==> src/rtl/fwd_ctrl.sv <==
// fwd_ctrl: operand-1 forwarding and issue control for a short in-order pipe.
// Tracks the EX, MEM and WB instructions and decides, in the same cycle,
// whether the decode instruction may issue and whether operand 1 takes the
// EX result (alu_output) instead of the register file.
// Optional feature macro: FWD_PERF_CNT_EN adds saturating stall/forward
// counters (stall_cnt, fwd_cnt). The default build has no counters.
// Handshake: decode offers an instruction with id_valid; it is accepted
// (issue=1) on an edge where stall=0. While stall=1 decode keeps it.
module fwd_ctrl (
  input  logic        clk,
  input  logic        rst,
  input  logic        id_valid,
  input  logic [4:0]  id_rs1,
  input  logic        id_use_pc,
  input  logic [4:0]  id_rd,
  input  logic        id_wen,
  input  logic        id_is_load,
  input  logic        hold,
  input  logic        flush,
  output logic        mux1_s,
  output logic        mux1_redir,
  output logic        stall,
  output logic        issue,
`ifdef FWD_PERF_CNT_EN
  output logic [31:0] stall_cnt,
  output logic [31:0] fwd_cnt,
`endif
  output logic        dbg_state_o
);

  typedef struct packed {
    logic       valid;
    logic [4:0] rd;
    logic       wen;
    logic       load;
  } slot_t;

  typedef enum logic {RUN = 1'b0, BUBBLE = 1'b1} state_t;

  slot_t  ex_q, mem_q, wb_q;
  slot_t  ex_d, mem_d, wb_d;
  state_t state_q, state_d;

  logic src_ok;
  logic ex_hit, mem_hit, wb_hit;
  logic dep_stall;

  // Hazard detection; the youngest producer (EX) decides when it matches.
  always_comb begin
    src_ok    = (id_rs1 != 5'd0) & ~id_use_pc;
    ex_hit    = src_ok & ex_q.valid  & ex_q.wen  & (ex_q.rd  == id_rs1);
    mem_hit   = src_ok & mem_q.valid & mem_q.wen & (mem_q.rd == id_rs1);
    wb_hit    = src_ok & wb_q.valid  & wb_q.wen  & (wb_q.rd  == id_rs1);
    dep_stall = ex_hit ? ex_q.load : (mem_hit | wb_hit);
    stall     = id_valid & (dep_stall | hold);
    issue     = id_valid & ~stall;
    mux1_redir = id_valid & ex_hit & ~ex_q.load & ~stall;
    mux1_s    = id_valid & id_use_pc;
  end

  // Slot advance: shift on a free edge, freeze under hold; flush kills EX.
  always_comb begin
    ex_d  = ex_q;
    mem_d = mem_q;
    wb_d  = wb_q;
    if (hold) begin
      if (flush) ex_d.valid = 1'b0;
    end else begin
      wb_d        = mem_q;
      mem_d       = ex_q;
      mem_d.valid = ex_q.valid & ~flush;
      ex_d.valid  = issue;
      ex_d.wen    = id_wen & (id_rd != 5'd0);
      ex_d.rd     = ex_d.wen ? id_rd : 5'd0;
      ex_d.load   = id_is_load;
    end
  end

  // FSM next state: BUBBLE while decode is stalled, frozen under hold.
  always_comb begin
    state_d = state_q;
    if (!hold) begin
      case (state_q)
        RUN:     if (stall)  state_d = BUBBLE;
        BUBBLE:  if (!stall) state_d = RUN;
        default: state_d = RUN;
      endcase
    end
  end

  // State registers; reset wins over hold and flush.
  always_ff @(posedge clk) begin
    if (rst) begin
      ex_q    <= '0;
      mem_q   <= '0;
      wb_q    <= '0;
      state_q <= RUN;
    end else begin
      ex_q    <= ex_d;
      mem_q   <= mem_d;
      wb_q    <= wb_d;
      state_q <= state_d;
    end
  end

  assign dbg_state_o = state_q;

`ifdef FWD_PERF_CNT_EN
  logic [31:0] stall_cnt_q, stall_cnt_d;
  logic [31:0] fwd_cnt_q, fwd_cnt_d;

  // Saturating event counters for stall cycles and forward cycles.
  always_comb begin
    stall_cnt_d = stall_cnt_q;
    fwd_cnt_d   = fwd_cnt_q;
    if (stall && (stall_cnt_q != 32'hFFFF_FFFF))    stall_cnt_d = stall_cnt_q + 32'd1;
    if (mux1_redir && (fwd_cnt_q != 32'hFFFF_FFFF)) fwd_cnt_d   = fwd_cnt_q + 32'd1;
  end

  // Counter registers.
  always_ff @(posedge clk) begin
    if (rst) begin
      stall_cnt_q <= '0;
      fwd_cnt_q   <= '0;
    end else begin
      stall_cnt_q <= stall_cnt_d;
      fwd_cnt_q   <= fwd_cnt_d;
    end
  end

  assign stall_cnt = stall_cnt_q;
  assign fwd_cnt   = fwd_cnt_q;
`endif

endmodule

==> config.mk <==
export PLATFORM = sky130hd
export DESIGN_NAME = fwd_ctrl
export DESIGN_NICKNAME = d
export VERILOG_FILES = /design/src/rtl/fwd_ctrl.sv
export SDC_FILE = /design/constraint.sdc
export NUM_CORES = 1
export LEC_CHECK = 0
export BUFFER_PORTS_ARGS = -buffer_cell sky130_fd_sc_hd__buf_2
export CORE_ASPECT_RATIO = 1.2
export CORE_MARGIN = 2
export CORE_UTILIZATION = 48
export CTS_CLUSTER_DIAMETER = 40
export DETAILED_ROUTE_END_ITERATION = 10
export PLACE_DENSITY = 0.74
export RECOVER_POWER = 25
export SYNTH_ARGS = -nofsm -noshare
export SYNTH_HDL_FRONTEND = slang
export SYNTH_SLANG_ARGS = --single-unit
==> constraint.sdc <==
create_clock -name clk -period 1.53 [get_ports clk]
set_input_delay 0.306 -clock clk [delete_from_list [all_inputs] [get_ports clk]]
set_output_delay 0.306 -clock clk [all_outputs]
set_load 0.02 [all_outputs]
==> key figures, run 1 <==
Synth
  – Mux share of post-synthesis cell area: 0.124
  – YS warnings: 0
  – Synth unique cells: 31
  – Main flop type after synthesis: dfxtp_1
  – Post-synth EDFFs: 0
  – Avg Inst Size Synth: 9.20 um2
  – Post-Synth XOR/XNOR Area: 0.116
  – Compound-gate portion of the synthesized area: 0.104
  – Adder-Cell Fraction of Synth Area: 0
  – Cell Area, Synth: 0.00113 mm2
  – Synth Area in Simple Gates: 0.230
  – Synth async-reset ratio: 0
  – Synthesis-stage register bit count: 23
  – Synthesized net count: 141
  – Register area share after synthesis: 0.407
  – Post-Syn Instances: 123
  – Main combinational cell family by area after synthesis: simple AND/OR/NAND/NOR gates

Route
  – DRT iter0 DRCs: 14
  – Vias/cell: 5.05
  – Met2 wire len: 1.16 mm
  – Drt wl/cell: 12.0 um
  – Residual DRC: 0
  – Max Used Layer: met4
  – Routed wl met3: 66 um
  – Antenna-violating nets left: 0
  – Met1 Wirelength: 1.09 mm
  – Drt first pass iters: 4
  – Final WL: 2.32 mm
  – Total vias in the final route: 975

Cells and area
  – Fill cells: 197
  – Layout cells sized above 1: 0.321
  – Number of nets in the layout: 181
  – Final std cells w/o fill: 193
  – Area of the multi-input gates: 679 um2
  – Register area: 462 um2
  – Syn-to-layout area delta: 29.1%
  – Antenna diode count: 0

Power and ir drop
  – Sw power: 0.000283 W
  – Combinational Power Share: 0.172
  – Sw Ratio: 0.260
  – Pwr Total: 0.00109 W
  – Sequential power share: 0.574
  – Clock power share: 0.254
  – Leak: 0.634 nW
  – Pwr dens: 746 mW/mm2
  – Peak supply drop: 0.000571 V
  – Int Pwr: 0.000806 W

STA
  – Slew Viols, Final: 0
  – Final hold slack: 233 ps
  – Slew HR: 0.518
  – RSZ-0062 raised after global routing: yes
  – Final Hold Fails: 0
  – Skew final: 8.79 ps
  – Setup violators final: 3
  – Worst-margin pin slew: 723 ps
  – Min Tclk post-route: 2060 ps
  – Final Cycle Share: 1.34
  – Worst Setup Slack, final: -526 ps
  – FMAX: 486 MHz

Clocking
  – Longest Clk Path Bufs: 2
  – CTS Hold Bufs: 0
  – Clk sinks: 23
  – Clock-pin slew on the worst setup and hold paths: 130 ps
  – CTS tree: built
  – Clk_lat worst skew: 310 ps
  – Total setup buffers inserted after CTS: 0
  – H-tree depth: 1
  – Total CTS buffers: 3
  – CTS root buffer: clkbuf_4

Worst setup path
  – Crit-path max FO: 3
  – WP data required: 1220 ps
  – Slowest CP cell: dfxtp_2
  – Worst-path cell chain: xor2_2 > nor4_4 > nand4_1 > nand2b_1 > a21oi_2 > buf_4
  – Top delay family on crit path: simple AND/OR/NAND/NOR gates
  – CP arrival: 1750 ps
  – Crit end category: output port
  – CP startpoint kind: flop
  – Slowest stage delay, CP: 350 ps
  – Crit path kind: reg -> out
  – Crit path buf inv count: 1

Die
  – I/O pins: 23
  – Die height: 57.2 um
  – Placement row count: 19
  – Core Region: 0.00226 mm2
  – Initial Util: 0.501
  – Total die area: 0.00276 mm2
  – Die width: 48.3 um

Global route
  – Initial antenna violation count: 0
  – Gr usage total: 0.193
  – Largest net degree at the start of global routing: 31
  – First-pass GRT wire length: 4.15 mm
  – Number of global-route vias before repair: 948
  – Grt total ovfl: 0

Status
  – Failing checks: setup timing
  – Status: finished, violations left

Job
  – Maxcap violations: 0

Worst hold path
  – Hold Crit Class: in -> reg

Placement
  – Dpl hpwl: 1.78 mm
  – Pre-CTS setup slack: -321 ps
  – Final GP Congestion: 0.786
  – PortBufs: 22
  – Placed instance count: 189
-- worst paths after layout --
check | start | endpoint | slack (ps) | cells after the start
worst max-delay path | ex_q[3]$_SDFFE_PP0N_ | issue | -530 | 6
worst min-delay path | id_rd[3] | ex_q[5]$_SDFFE_PP0N_ | 230 | 3
worst max register to register | ex_q[3]$_SDFFE_PP0N_ | dbg_state_o$_SDFFE_PP0N_ | 50 | 7
worst min register to register | dbg_state_o$_SDFFE_PP0N_ | dbg_state_o$_SDFFE_PP0N_ | 470 | 2
-- per-stage QoR --
stage          area, um2  TNS (ps)  utilization
2_1_floorplan       1150      -243            -
3_3_place_gp        1410      -936        0.624
6_report            1460     -1480        0.647
5_1_grt             1460     -1720        0.647
4_1_cts             1460     -1530        0.648
3_5_place_dp        1410     -1060        0.624
-- cell usage after synthesis, drive strengths merged, types with 3 or more instances --
master,n,share of area
mux2i,14,0.12
xor2,4,0.031
dfxtp,23,0.41
nor2,26,0.086
nand2,6,0.020
clkbuf,3,0.010
xnor2,11,0.085
a21oi,7,0.034
nand4,3,0.017
-- placed cells by master (no fill, tap or decap), types with 2 or more instances in the layout --
cell	instances
nand3_1	2
nor2_1	26
o211ai_1	2
nor4_4	2
buf_2	19
xnor2_1	11
dfxtp_1	22
xor2_1	3
clkbuf_4	3
a22oi_1	2
nand2b_1	2
nand4_1	3
nand2_1	5
buf_4	19
a21oi_1	5
mux2i_1	14
-- worst min-delay path, stage by stage --
cell and delay [ps]:
buf_2 90, a22oi_1 50, nor2_1 70
-- power groups by stage --
stage	clock network, W	logic (W)	registers, W
2_1_floorplan	0	0.000104	0.000638
3_3_place_gp	0	0.000178	0.000638
3_5_place_dp	0	0.000182	0.000638
4_1_cts	0.000286	0.000189	0.000626
5_1_grt	0.000320	0.000207	0.000628
6_report	0.000277	0.000187	0.000626
-- kinds of logic (layout without fill, tap and decap cells) --
logic type	Yosys count	after routing
compound gates	17	17
xor+xnor	15	15
buf+inv	5	44
flops	23	23
mux	14	14
simple gates	49	49
-- flip-flops by register name (all words and copies together), names as in the netlist --
register	count
wb_q	7
ex_q	8
mem_q	7
dbg_state_o	1
-- cell type report --
class | instances | share of cell area
Multi-Input combinational cell | 95 | 0.465
Clock buffer | 4 | 0.0180
Timing Repair Buffer | 40 | 0.174
Tap cell | 31 | 0.0266
Sequential cell | 23 | 0.316
-- per-layer routing --
layer  global-route usage  up-vias
met5                    0        -
met4               0.0735        0
met3               0.0340        2
met2                0.329       14
met1                0.244      450
li1                     -      509
-- repair_timing --
action,in CTS,in global routing
resized for setup,7,0
hold endpoints to repair,0,0
setup endpoints to repair,3,4
pin swaps,4,2
(Power assumes the default switching activity.)
==> inputs of run 2 (changes only) <==
- ABC_AREA: not set -> 1
- GPL_ROUTABILITY_DRIVEN: not set -> 0
- PLACE_DENSITY: 0.74 -> 0.73
==> key figures, run 2 <==
STA
  – Final Cycle Share: 1.31 (was 1.34)
  – Min Tclk post-route: 2000 ps (was 2060 ps)
  – Setup violators final: 3 (unchanged)
  – Worst Setup Slack, final: -468 ps (was -526 ps)
  – Setup TNS: -1310 ps (was -1480 ps)
  – FMAX: 501 MHz (was 486 MHz)
  – Slew Viols, Final: 0 (unchanged)
  – Worst-margin pin slew: 845 ps (was 723 ps)
  – RSZ-0062 raised after global routing: yes (unchanged)
  – Skew final: 8.43 ps (was 8.79 ps)
  – Final Hold Fails: 0 (unchanged)
  – Slew HR: 0.436 (was 0.518)
  – Final hold slack: 207 ps (was 233 ps)

Die
  – Placement row count: 20 (was 19)
  – Core Region: 0.00248 mm2 (was 0.00226 mm2)
  – Die height: 59.4 um (was 57.2 um)
  – I/O pins: 23 (unchanged)
  – Initial Util: 0.495 (was 0.501)
  – Die width: 50.1 um (was 48.3 um)
  – Total die area: 0.00298 mm2 (was 0.00276 mm2)

Cells and area
  – Number of nets in the layout: 256 (was 181)
  – Commonest cells after routing, fill and taps aside: 45 x nand2_1, 26 x nor2_1, 20 x inv_1, 19 x a21oi_1, 19 x buf_2 (was 26 x nor2_1, 22 x dfxtp_1, 19 x buf_2, 19 x buf_4, 14 x mux2i_1)
  – Largest registers: ex_q x8, mem_q x7, wb_q x7 (unchanged)
  – Fin util: 0.632 (was 0.647)
  – Antenna diode count: 0 (unchanged)
  – Fill cells: 243 (was 197)
  – Flip-flop count of the largest register after layout: 8 (unchanged)
  – Final std cells w/o fill: 270 (was 193)
  – Syn-to-layout area delta: 27.8% (was 29.1%)
  – Reg with most FFs: ex_q (unchanged)
  – Most common cell after layout, fill and taps aside: nand2_1 (was nor2_1)
  – Layout cells sized above 1: 0.338 (was 0.321)

Synth
  – Synth unique cells: 18 (was 31)
  – Yosys top cell by area: dfxtp_1 (unchanged)
  – Synthesis-stage register bit count: 23 (unchanged)
  – Synthesized net count: 217 (was 141)
  – Post-Syn Instances: 199 (was 123)
  – Cell Area, Synth: 0.00123 mm2 (was 0.00113 mm2)
  – YS warnings: 0 (unchanged)
  – Register area share after synthesis: 0.376 (was 0.407)
  – Main flop type after synthesis: dfxtp_1 (unchanged)
  – Synth top area share: 0.376 (was 0.407)
  – Synth async-reset ratio: 0 (unchanged)
  – Top-count cell post-synth: nand2_1 (was nor2_1)
  – Post-synth top cells: 50 x nand2_1, 28 x nor2_1, 23 x dfxtp_1 (was 26 x nor2_1, 23 x dfxtp_1, 14 x mux2i_1)
  – Post-synth EDFFs: 0 (unchanged)
  – Synth top area cells: dfxtp_1 38%, nand2_1 15%, nor2_1 8.6%, a21oi_1 8.2%, inv_1 6.7% (was dfxtp_1 41%, mux2i_1 12%, nor2_1 8.6%, xnor2_1 8.5%, xor2_1 3.1%)
  – Avg Inst Size Synth: 6.16 um2 (was 9.20 um2)

Global route
  – First-pass GRT wire length: 4.51 mm (was 4.15 mm)
  – Number of global-route vias before repair: 1092 (was 948)
  – Gr usage total: 0.202 (was 0.193)
  – Initial antenna violation count: 0 (unchanged)
  – Largest net degree at the start of global routing: 23 (was 31)
  – Grt total ovfl: 0 (unchanged)

Route
  – Antenna-violating nets left: 0 (unchanged)
  – Total vias in the final route: 1325 (was 975)
  – Residual DRC: 0 (unchanged)
  – Final WL: 2.89 mm (was 2.32 mm)
  – DRT iter0 DRCs: 54 (was 14)
  – Drt wl/cell: 10.7 um (was 12.0 um)
  – Vias/cell: 4.91 (was 5.05)
  – Drt first pass iters: 6 (was 4)

Clocking
  – Clock-pin slew on the worst setup and hold paths: 130 ps (about the same)
  – Clk_lat worst skew: 320 ps (was 310 ps)
  – CTS root buffer: clkbuf_4 (unchanged)
  – Clk sinks: 23 (unchanged)
  – H-tree depth: 1 (unchanged)
  – Longest Clk Path Bufs: 2 (unchanged)
  – CTS Hold Bufs: 0 (unchanged)
  – CTS tree: built (unchanged)
  – Total CTS buffers: 3 (unchanged)

Worst hold path
  – Hold depth: 3 (unchanged)
  – Hold Crit Class: in -> reg (unchanged)
  – Hold Crit Start: id_rd[4] (was id_rd[3])
  – WHS Endpoint: ex_q[6]$_SDFFE_PP0N_ (was ex_q[5]$_SDFFE_PP0N_)

Power and ir drop
  – Pwr dens: 747 mW/mm2 (was 746 mW/mm2)
  – Peak supply drop: 0.000454 V (was 0.000571 V)
  – Combinational Power Share: 0.193 (was 0.172)
  – Leak: 0.761 nW (was 0.634 nW)
  – Sequential power share: 0.559 (was 0.574)
  – Clock power share: 0.248 (was 0.254)
  – Sw power: 0.000346 W (was 0.000283 W)
  – Sw Ratio: 0.296 (was 0.260)
  – Int Pwr: 0.000824 W (was 0.000806 W)
  – Pwr Total: 0.00117 W (was 0.00109 W)

Worst setup path
  – R2R Path Start: ex_q[2]$_SDFFE_PP0N_ (was ex_q[3]$_SDFFE_PP0N_)
  – Crit-path max FO: 3 (unchanged)
  – CP arrival: 1690 ps (was 1750 ps)
  – CP startpoint kind: flop (unchanged)
  – Crit end category: output port (unchanged)
  – Crit path kind: reg -> out (unchanged)
  – Worst R2R End: ex_q[7]$_SDFFE_PP0P_ (was dbg_state_o$_SDFFE_PP0N_)
  – Slowest stage delay, CP: 390 ps (was 350 ps)
  – Worst reg2reg path depth: 12 (was 7)
  – Worst-path cell chain: inv_2 > nand2_2 > nand2_1 > nor2_2 > nand3_2 > nand2_2 > inv_1 > nand2_2 > nand4_4 > inv_2 > nand2_2 > inv_2 > buf_6 (was xor2_2 > nor4_4 > nand4_1 > nand2b_1 > a21oi_2 > buf_4)
  – R2R setup slack: 10 ps (was 50 ps)
  – WP data required: 1220 ps (about the same)
  – Crit path top cell by count: nand2_2
  – Slowest CP cell: dfxtp_4 (was dfxtp_2)
  – Setup crit start: ex_q[2]$_SDFFE_PP0N_ (was ex_q[3]$_SDFFE_PP0N_)

Status
  – Status: finished, violations left (unchanged)
  – Failing checks: setup timing (unchanged)

Placement
  – Placed instance count: 263 (was 189)
  – PortBufs: 22 (unchanged)
  – Dpl hpwl: 2.09 mm (was 1.78 mm)

Job
  – Maxcap violations: 0 (unchanged)
run 2: stage by stage:
| stage | instance area [um2] | setup slack, ps |
|---|---|---|
| after CTS | 1520 | -424 |
| after floorplan | 1230 | 42.1 |
| after global routing | 1570 | -552 |
| final | 1570 | -468 |
| after detailed placement | 1460 | -211 |
| after global placement | 1460 | -197 |
run 2: power by group through the flow:
stage                     sequential [W]  clock (W)  combinational, W
after detailed placement        0.000666          0          0.000217
final                           0.000653   0.000291          0.000226
after global routing            0.000658   0.000321          0.000254
after CTS                       0.000654   0.000292          0.000221
after global placement          0.000664          0          0.000215
after floorplan                 0.000663          0          0.000133
run 2: cell families (layout without fill, tap and decap cells):
family | Yosys count | count (layout) | synth area share
buffers and inverters | 38 | 76 | 0.127
DFF | 23 | 23 | 0.376
and+or+nand+nor | 97 | 97 | 0.331
AOI/OAI and AO/OA | 41 | 41 | 0.167
run 2: worst max-delay path: cells and delay by family, from the launching register on:
family                 cells  cell delay, ps
DFF                        1             390
buffers and inverters      5             320
and+or+nand+nor            8             650
run 2: worst max path at each step:
stage,to,slack (ps),cells after the start
after global routing,mux1_redir,-550,13
after CTS,mux1_redir,-420,13
after floorplan,mux1_redir,40,12
after detailed placement,mux1_redir,-210,14
final,mux1_redir,-470,13
after global placement,mux1_redir,-200,14
run 2: what timing repair did:
item                       in CTS  in global routing
pin swaps                       3                  5
resized for setup              12                 14
setup endpoints to repair       3                  3
buffers inserted                0                  3
run 2: final cells by class:
cell class | count | area, um2 | share of cell area
clock inverters | 1 | 5.00 | 0.00319
flip-flops and latches | 23 | 478 | 0.305
multi-input cells | 138 | 646 | 0.412
repair buffers | 40 | 249 | 0.159
well taps | 33 | 41.3 | 0.0264
inverters | 32 | 125 | 0.0799
clock buffers | 3 | 22.5 | 0.0144
run 2: routing by layer:
metal,up-vias,global-route usage,part of all wire
met5,-,0,0
met4,0,0.123,0.035
met3,13,0.0253,0.036
met2,36,0.359,0.49
met1,578,0.230,0.44
li1,698,-,-
==> inputs of run 3 (changes only) <==
- TNS_END_PERCENT: not set -> 30
==> key figures, run 3 (synthesis gave the netlist of run 2 again) <==
STA
  – Worst Setup Slack, final: -462 ps (was -468 ps)
  – Skew final: 8.29 ps (was 8.43 ps)
  – Setup violators final: 3 (unchanged)
  – Slew Viols, Final: 0 (unchanged)
  – Setup TNS: -1270 ps (was -1310 ps)
  – RSZ-0062 raised after global routing: yes (unchanged)
  – Min Tclk post-route: 1990 ps (was 2000 ps)
  – Worst-margin pin slew: 841 ps (was 845 ps)
  – Slew HR: 0.439 (was 0.436)
  – FMAX: 502 MHz (was 501 MHz)
  – Final Hold Fails: 0 (unchanged)
  – Final Cycle Share: 1.30 (was 1.31)

Cells and area
  – Reg with most FFs: ex_q (unchanged)
  – Number of nets in the layout: 254 (was 256)
  – Area of the multi-input gates: 632 um2 (was 646 um2)
  – Antenna diode count: 0 (unchanged)
  – Largest registers: ex_q x8, mem_q x7, wb_q x7 (unchanged)
  – Final std cells w/o fill: 268 (was 270)
  – Register area: 469 um2 (was 478 um2)
  – Flip-flop count of the largest register after layout: 8 (unchanged)
  – Syn-to-layout area delta: 24.7% (was 27.8%)
  – Fill cells: 250 (was 243)
  – Commonest cells after routing, fill and taps aside: 46 x nand2_1, 27 x nor2_1, 21 x inv_1, 19 x a21oi_1, 19 x buf_2 (was 45 x nand2_1, 26 x nor2_1, 20 x inv_1, 19 x a21oi_1, 19 x buf_2)
  – Final non-filler cell area: 0.00153 mm2 (was 0.00157 mm2)
  – Most common cell after layout, fill and taps aside: nand2_1 (unchanged)
  – Layout cells sized above 1: 0.311 (was 0.338)

Die
  – Die height: 59.4 um (unchanged)
  – I/O pins: 23 (unchanged)
  – Initial Util: 0.495 (unchanged)
  – Placement row count: 20 (unchanged)
  – Core Region: 0.00248 mm2 (unchanged)
  – Total die area: 0.00298 mm2 (unchanged)
  – Die width: 50.1 um (unchanged)

Route
  – DRT iter0 DRCs: 34 (was 54)
  – Residual DRC: 0 (unchanged)
  – Drt wl/cell: 10.6 um (was 10.7 um)
  – Antenna-violating nets left: 0 (unchanged)
  – Vias/cell: 4.87 (was 4.91)
  – Total vias in the final route: 1304 (was 1325)
  – Drt first pass iters: 4 (was 6)
  – Final WL: 2.83 mm (was 2.89 mm)

Global route
  – Largest net degree at the start of global routing: 23 (unchanged)
  – Number of global-route vias before repair: 1092 (unchanged)
  – Grt total ovfl: 0 (unchanged)
  – Gr usage total: 0.202 (unchanged)
  – First-pass GRT wire length: 4.51 mm (unchanged)
  – Initial antenna violation count: 0 (unchanged)

Power and ir drop
  – Pwr dens: 766 mW/mm2 (was 747 mW/mm2)
  – Int Pwr: 0.000824 W (about the same)
  – Leak: 0.752 nW (was 0.761 nW)
  – Sw Ratio: 0.296 (about the same)
  – Peak supply drop: 0.000457 V (was 0.000454 V)
  – Sw power: 0.000347 W (was 0.000346 W)
  – Sequential power share: 0.559 (about the same)
  – Combinational Power Share: 0.190 (was 0.193)
  – Clock power share: 0.251 (was 0.248)

Worst setup path
  – Setup crit start: ex_q[3]$_SDFFE_PP0N_ (was ex_q[2]$_SDFFE_PP0N_)
  – Crit end category: output port (unchanged)
  – R2R setup slack: 80 ps (was 10 ps)
  – R2R Path Start: ex_q[3]$_SDFFE_PP0N_ (was ex_q[2]$_SDFFE_PP0N_)
  – Worst reg2reg path depth: 12 (unchanged)
  – Crit-path max FO: 4 (was 3)
  – CP startpoint kind: flop (unchanged)
  – Critical Path End: mux1_redir (unchanged)
  – Crit path kind: reg -> out (unchanged)
  – WP data required: 1220 ps (about the same)
  – CP arrival: 1690 ps (about the same)
  – Worst R2R End: dbg_state_o$_SDFFE_PP0N_ (was ex_q[7]$_SDFFE_PP0P_)

Clocking
  – Clk_lat worst skew: 320 ps (about the same)
  – Clk sinks: 23 (unchanged)
  – Clock-pin slew on the worst setup and hold paths: 130 ps (about the same)
  – Longest Clk Path Bufs: 2 (unchanged)
  – H-tree depth: 1 (unchanged)
  – CTS root buffer: clkbuf_4 (unchanged)
  – CTS tree: built (unchanged)
  – Total CTS buffers: 3 (unchanged)

Worst hold path
  – Hold Crit Class: in -> reg (unchanged)

Placement
  – Placed instance count: 263 (unchanged)
  – Placed Area: 0.00146 mm2 (unchanged)
  – Pre-CTS setup slack: -211 ps (unchanged)
  – PortBufs: 22 (unchanged)
  – Dpl hpwl: 2.09 mm (unchanged)

Status
  – Failing checks: setup timing (unchanged)
  – Status: finished, violations left (unchanged)

Job
  – Maxcap violations: 0 (unchanged)
[run 3: worst max-delay path, cell delays in order, from the launching register on]
cell and delay [ps]:
dfxtp_2 390, inv_1 60, nand2_2 70, nand2_1 80, nor2_2 130, nand3_2 90
nand2_1 60, inv_1 40, nand2_2 60, nand4_2 90, inv_2 80, nand2_2 40
inv_2 40, buf_4 120
[run 3: stage by stage]
| step | hold slack, ps | utilization | power, W |
|---|---|---|---|
| 2_1_floorplan | 443 | - | 0.000795 |
| 3_3_place_gp | 454 | 0.591 | 0.000880 |
| 3_5_place_dp | 456 | 0.591 | 0.000883 |
| 4_1_cts | 213 | 0.612 | 0.00117 |
| 5_1_grt | 222 | 0.617 | 0.00123 |
| 6_report | 208 | 0.617 | 0.00117 |
[run 3: routing by layer]
layer,track usage,part of all wire
met2,0.359,0.48
met3,0.0253,0.033
met5,0,0
met4,0.123,0.043
met1,0.230,0.44
[run 3: timing repair]
action,CTS,global route
setup buffers,0,1
gates cloned,0,0
pin swaps,3,2
hold buffers,0,0
setup endpoints to repair,3,3
resized for setup,12,5
[run 3: worst min-delay path by stage]
stage | startpoint | endpoint | slack, ps | depth (start not counted)
6_report | id_rd[4] | ex_q[6]$_SDFFE_PP0N_ | 210 | 3
3_5_place_dp | ex_q[4]$_SDFFE_PP0N_ | ex_q[4]$_SDFFE_PP0N_ | 460 | 2
3_3_place_gp | ex_q[4]$_SDFFE_PP0N_ | ex_q[4]$_SDFFE_PP0N_ | 450 | 2
2_1_floorplan | wb_q[5]$_SDFFE_PP0N_ | wb_q[5]$_SDFFE_PP0N_ | 440 | 2
4_1_cts | id_rd[4] | ex_q[6]$_SDFFE_PP0N_ | 210 | 3
5_1_grt | id_rd[0] | ex_q[2]$_SDFFE_PP0N_ | 220 | 3
[run 3: cell type report]
type	count	share of cell area
inverter	32	0.0818
clock buffer	3	0.0147
tap	33	0.0270
timing repair buffer	38	0.153
clock inverter	1	0.00327
sequential	23	0.307
multi-input combinational	138	0.413
[run 3: power groups by stage]
stage | sequential (W) | clock (W) | combinational [W]
final | 0.000655 | 0.000294 | 0.000222
after global placement | 0.000664 | 0 | 0.000215
after detailed placement | 0.000666 | 0 | 0.000217
after global routing | 0.000659 | 0.000317 | 0.000250
after CTS | 0.000654 | 0.000292 | 0.000221
after floorplan | 0.000663 | 0 | 0.000133
